--- src/rtl/mem_port_arbiter.sv ---
// mem_port_arbiter: round-robin sharing of one memory port between fetch and data requesters, with timeout abort
module mem_port_arbiter #(
  parameter int ADDR_WIDTH = 16,
  parameter int DATA_WIDTH = 16,
  parameter int TIMEOUT    = 15
) (
  input  logic                  clk,
  input  logic                  rst_n,
  input  logic                  if_req,
  input  logic [ADDR_WIDTH-1:0] if_addr,
  output logic                  if_done,
  output logic                  if_err,
  output logic [DATA_WIDTH-1:0] if_rdata,
  input  logic                  d_req,
  input  logic                  d_we,
  input  logic [ADDR_WIDTH-1:0] d_addr,
  input  logic [DATA_WIDTH-1:0] d_wdata,
  output logic                  d_done,
  output logic                  d_err,
  output logic [DATA_WIDTH-1:0] d_rdata,
  output logic                  mem_req,
  output logic                  mem_we,
  output logic [ADDR_WIDTH-1:0] mem_addr,
  output logic [DATA_WIDTH-1:0] mem_wdata,
  input  logic                  mem_ack,
  input  logic [DATA_WIDTH-1:0] mem_rdata,
  output logic                  busy
);
  typedef enum logic [1:0] {IDLE, BUSY, DONE} state_t;
  localparam logic [7:0] TO = 8'(TIMEOUT);
  state_t                state_q, state_d;
  logic                  last_q, cur_q, err_q, mem_we_q;
  logic                  pick, grant, finish;
  logic [7:0]            cnt_q, cnt_d;
  logic [ADDR_WIDTH-1:0] mem_addr_q;
  logic [DATA_WIDTH-1:0] mem_wdata_q, if_rdata_q, d_rdata_q, rdata_d;
  // arbitration and completion decode: on contention serve the port that did not win last time
  always_comb begin
    pick    = (if_req & d_req) ? ~last_q : d_req;
    grant   = (state_q != BUSY) & (if_req | d_req);
    finish  = (state_q == BUSY) & (mem_ack | (cnt_q + 8'd1 == TO));
    cnt_d   = (state_q == BUSY && !finish) ? cnt_q + 8'd1 : 8'd0;
    rdata_d = (mem_ack & ~mem_we_q) ? mem_rdata : '0;
  end
  // state register
  always_ff @(posedge clk)
    state_q <= !rst_n ? IDLE : state_d;
  // next state: BUSY until ack or budget spent, otherwise re-arbitrate
  always_comb
    state_d = finish ? DONE : (state_q == BUSY || grant) ? BUSY : IDLE;
  // outputs decoded from state; done pulses belong to the port that owns the transaction
  always_comb begin
    mem_req   = state_q == BUSY;
    busy      = state_q != IDLE;
    if_done   = (state_q == DONE) & ~cur_q;
    d_done    = (state_q == DONE) & cur_q;
    if_err    = if_done & err_q;
    d_err     = d_done & err_q;
    if_rdata  = if_rdata_q;
    d_rdata   = d_rdata_q;
    mem_we    = mem_we_q;
    mem_addr  = mem_addr_q;
    mem_wdata = mem_wdata_q;
  end
  // transaction latch, round-robin history, timeout counter and per-port results
  always_ff @(posedge clk)
    if (!rst_n) begin
      last_q      <= 1'b1;
      cur_q       <= 1'b0;
      err_q       <= 1'b0;
      cnt_q       <= 8'd0;
      mem_we_q    <= 1'b0;
      mem_addr_q  <= '0;
      mem_wdata_q <= '0;
      if_rdata_q  <= '0;
      d_rdata_q   <= '0;
    end else begin
      cnt_q <= cnt_d;
      if (grant) begin
        cur_q       <= pick;
        last_q      <= pick;
        mem_we_q    <= pick & d_we;
        mem_addr_q  <= pick ? d_addr : if_addr;
        mem_wdata_q <= pick ? d_wdata : '0;
      end
      if (finish) begin
        err_q <= ~mem_ack;
        if (cur_q) d_rdata_q <= rdata_d;
        else if_rdata_q <= rdata_d;
      end
    end
endmodule

--- config.mk ---
export PLATFORM = sky130hd
export DESIGN_NAME = mem_port_arbiter
export DESIGN_NICKNAME = d
export VERILOG_FILES = /design/src/rtl/mem_port_arbiter.sv
export SDC_FILE = /design/constraint.sdc
export NUM_CORES = 1
export LEC_CHECK = 0
export CAP_MARGIN = 20
export CORE_AREA = 2 2 76 78
export DETAILED_ROUTE_END_ITERATION = 7
export DIE_AREA = 0 0 78 80
export DONT_BUFFER_PORTS = 1
export PLACE_DENSITY = 0.82
export SLEW_MARGIN = 15
export SYNTH_ARGS = -nofsm -noshare
export SYNTH_HDL_FRONTEND = slang
export SYNTH_SLANG_ARGS = --single-unit
--- constraint.sdc ---
create_clock -name clk -period 1.85 [get_ports clk]
set_input_delay 0.185 -clock clk [delete_from_list [all_inputs] [get_ports clk]]
set_output_delay 0.185 -clock clk [all_outputs]
set_load 0.02 [all_outputs]
======== Word level (Yosys, flattened, before mapping) ========
Index checks and enable logic that the tools add are counted.
storage, ports and cells
  bits in registers ....................... 78
  input bits .............................. 70
  output and inout port bits .............. 71
  logic and storage cells ................. 46
operators by class
  add/sub/neg operators ................... 1
  equality and inequality tests ........... 4
  muxes and demuxes ....................... 6
  bitwise operators ....................... 16
  reduce and logical (&&, ||, !) cells .... 8
operators by type and width
  operator                                              number
  two-way mux 16 bit                                    3
  bitwise AND 1 bit                                     9
  adder 8 x 1 -> 8 bit (second input constant)          1
  equality test 8 x 4 -> 1 bit (second input constant)  1
  AND reduction 2 bit                                   3
  NOT 1 bit                                             5
  equality test 2 x 1 -> 1 bit (second input constant)  1
  equality test 2 bit (second input constant)           1
  two-way mux 1 bit                                     2
  two-way mux 2 bit                                     1
  != test 2 x 1 -> 1 bit (second input constant)        1
  bitwise OR 1 bit                                      2
  nonzero test 2 bit                                    1
  OR reduction 2 bit                                    1
  logical AND 1 bit                                     1
  zero test 1 bit                                       1
  logical OR 1 bit                                      1

======== Longest topological paths before layout ========
Gate-level depths: netlist (run 1).
  depth in word-level cells ............... 7
  depth in mapped cells ................... 7
  mapped depth without buffers ............ 5

======== Least setup slack after synthesis (run 1) ========
No wires, ideal clock.
  path kind ............................... reg2reg
  start ................................... register cnt_q[0]
  end ..................................... register d_rdata_q[12], in the netlist d_rdata[12]
  library setup time ...................... 0.072 ns
  arrival ................................. 1.582 ns
  required time ........................... 1.778 ns
  path slack .............................. 0.196 ns
  stages on the path, launching flop included .. 7
  path buffers ............................ 1
  cells stage by stage .................... dfxtp_1 > ha_1 > xor2_1 > nand4_1 > o21ai_4 > buf_12 > mux2i_1
on the way
  word-level cells in the longest chain between the ends .. 5
RTL lines
  item                           RTL line  RTL
  start: declaration             34        logic [7:0] cnt_q, cnt_d;
  start signal: assignment       78        cnt_q <= cnt_d;
  adder 8 x 1 -> 8 bit           41        finish = (state_q == BUSY) & (mem_ack | (cnt_q + 8'd1 == TO));
  equality test 8 x 4 -> 1 bit   41
  bitwise OR 1 bit               41
  bitwise AND 1 bit              41
  AND reduction 2 bit (no line)  n/a
  end signal: assignment         88        if (cur_q) d_rdata_q <= rdata_d;
  end: declaration               36        logic [DATA_WIDTH-1:0] mem_wdata_q, if_rdata_q, d_rdata_q, rdata_d;
Every way passes these cells.
A chain may end at the register's enable or synchronous reset.

======== Final worst setup path (run 1) ========
  start ................................... register state_q[1]
  end ..................................... output port if_err
on the way
  word-level cells in the longest chain between the ends .. 3
RTL lines
  item                      RTL line  RTL
  start: declaration        31        state_t state_q, state_d;
  start signal: assignment  47        state_q <= !rst_n ? IDLE : state_d;
  equality test 2 bit       55        if_done = (state_q == DONE) & ~cur_q;
  bitwise AND 1 bit         55
  bitwise AND 1 bit         57        if_err = if_done & err_q;
  end: declaration          12        output logic if_err,
Every way passes these cells.

==> results of run 1 <==
## sequential cells by signal, summed over array words and instances (netlist names)
name	cells
d_rdata	16
if_rdata	16
mem_addr	16
mem_wdata	16
cnt_q	8
state_q	2
cur_q	1
err_q	1
last_q	1
mem_we	1
## layer usage
metal / vias to the layer above / global-route usage [%]
met5: - / 0
met4: 0 / 11.4
met3: 15 / 9.73
met2: 118 / 38.6
met1: 1119 / 27.0
li1: 1123 / -
## final cells by class
type | count | area share, %
inverters | 2 | 0.205
multi-input cells | 220 | 42.3
clock buffers | 10 | 3.76
well taps | 72 | 2.46
repair buffers | 20 | 6.76
flip-flops and latches | 78 | 42.6
clock inverters | 6 | 1.88
## logic make-up after synthesis
| logic type | synth area share, % |
|---|---|
| buffers and inverters | 4.04 |
| and+or+nand+nor | 18.2 |
| adders and majority gates | 0.776 |
| xor gates and xnor gates | 2.21 |
| DFF | 48.4 |
| AOI/OAI and AO/OA | 11.5 |
| muxes | 14.9 |
## repair_timing
action | CTS | global route
endpoints found under the hold margin | 66 | 2
resized for setup | 0 | 3
setup endpoints to repair | 0 | 28
hold buffers | 11 | 1
## worst max-delay path, stage by stage, from the launching register on
cell	delay [ns]
dfxtp_1	0.40
nor3b_1	0.31
buf_4	0.21
and2_1	0.25
## per-stage QoR
step	setup slack, ns	hold WS, ns
6_report	0.161	0.0179
2_1_floorplan	0.196	0.341
3_3_place_gp	0.216	0.253
5_1_grt	0.0173	0.00662
4_1_cts	0.0860	0.0000754
3_5_place_dp	0.102	0.264
## placed cells by master, fill, tap and decap left out, drive strengths merged, types with 5 or more instances in the layout
cell / synthesis / final
dfxtp: 78 / 78
nand2: 69 / 69
mux2i: 48 / 48
nor2b: 19 / 19
o211a: 18 / 18
a22oi: 17 / 17
dlygate4sd3: 0 / 11
nor2: 11 / 11
clkbuf: 8 / 10
buf: 11 / 9
nand3: 6 / 6
xor2: 5 / 5
## final timing paths
check                              to  cells past startpoint
max                            if_err                      3
min          d_rdata[12]$_SDFFE_PN0P_                      2
min reg2reg       cnt_q[0]$_SDFF_PN0_                      1
max reg2reg   d_rdata[1]$_SDFFE_PN0P_                      6
## report_power, final
part,leakage [nW],switching (W),internal [W],total (W)
Sequential,0.636,0.000155,0.00176,0.00192
Combinational,0.741,0.000208,0.000174,0.000382
Clock,0.103,0.000629,0.000667,0.00130
==> out/results.ini, run 1 <==
[status]
status=finished clean

[min_path]
hold_class=in -> reg
hold_start=mem_rdata[12]

[yosys]
yosysUniqueCellTypes=32
yosysMostFrequentCell=dfxtp_1
async_flop_share_pct=0
synth_area_per_cell_sq_um=10.1
synth_ff_type=dfxtp_1
synth.net_count=391
ys_top_cells_by_area=dfxtp_1 48%, mux2i_1 15%, nand2_1 8.0%, o211a_1 5.6%, a22oi_1 4.0%
netlist_top_cells_count=78 x dfxtp_1, 69 x nand2_1, 48 x mux2i_1, 19 x nor2b_1, 18 x o211a_1
yosys.area.top_type=dfxtp_1
ys_seq_area_share_pct=48.4
synth_edf_count=0
syn_area_sq_mm=0.00322
ys.warnings.count=0
synth_top_area_share_pct=48.4
synth_seq_cells=78
postSynthCellCount=319

[worst_setup_path]
setup.worst_path.class=reg -> out
worstPathArrival_ns=1.50
cp-startpoint=state_q[1]$_SDFF_PN0_
end_kind=output pin
crit_required_ns=1.66
r2r_slack_ns=0.17
rr_startpoint=cnt_q[0]$_SDFF_PN0_
startpoint_type=flop
crit_path_max_fanout=6

[layout]
area_growth_pct=13.7
fillCellCount=432
seq_area_sq_mm=0.00156
fin_util_pct=67.8
multi_input_area_sq_mm=0.00155
antenna_cells=0
final_cells=408
layout-drive-gt1-share_pct=11.0
layout.nets=403
fin_area_sq_mm=0.00366

[clock_network]
cts_max_path_buffers=2
cts_tree=yes
cts.sinks=78
cts-buffers-inserted=9
clk_latency_ns=0.34
cts_setup_buffers=0
path_clk_slew_ns=0.09
root_buffer=clkbuf_8
htree_levels=3

[place]
dp_hpwl_mm=4.70
placed_area_sq_mm=0.00331
dp_cells=380
io_buffer_count=0
gp_congestion=0.801

[drt]
wl_met1_mm=3.02
met3_length_um=642
wirelength_mm=7.29
vias=2375
final_antenna_net_count=0
wl_per_cell_um=17.9
drt_iter0_drc=87
wl_met2_mm=3.48
drtPass1Iterations=4
drc=0
routed.top_layer=met4
vias_per_cell=5.82

[floorplan]
rows=27
ios=141
core_area_sq_mm=0.00541
dieArea_sq_mm=0.00624
fp.dieH_um=80
die_w_um=78
initial_utilization_pct=59.7

[sta]
rsz0062_at_grt=false
maxSlewViolCount=0
hold_violations=0
relSlewSlack_pct=51.0
fmax_mhz=592
fin_setup_tns_ns=0
tightestPinTransition_ns=0.734
setup-violations-final=0
fin_skew_ns=0.0135
timing.final.crit_share_pct=91.3
finalCriticalPeriod_ns=1.69

[power_and_ir_drop]
total_power_w=0.00360
p_leak_nw=1.48
ir_worst_vdd_v=0.000648
power_density_mw_per_mm2=981

[global_routing]
grt_max_degree=67
grt_pass1_vias=2353
grt_first_pass_wirelength_mm=11.3
track_usage_pct=23.7
antenna_found_initial=0
grt_overflow=0

[job]
cap_violations=0

(Power assumes the default switching activity.)
==> run 2: changes to the inputs <==
--- a/config.mk
+++ b/config.mk
@@ -5,6 +5,7 @@
 export SDC_FILE = /design/constraint.sdc
 export NUM_CORES = 1
 export LEC_CHECK = 0
+export ABC_CLOCK_PERIOD_IN_PS = 1850
 export CAP_MARGIN = 20
 export CORE_AREA = 2 2 76 78
 export DETAILED_ROUTE_END_ITERATION = 7
==> results of run 2 <==
The final DEF is identical to that of run 1; final timing and power are the same.
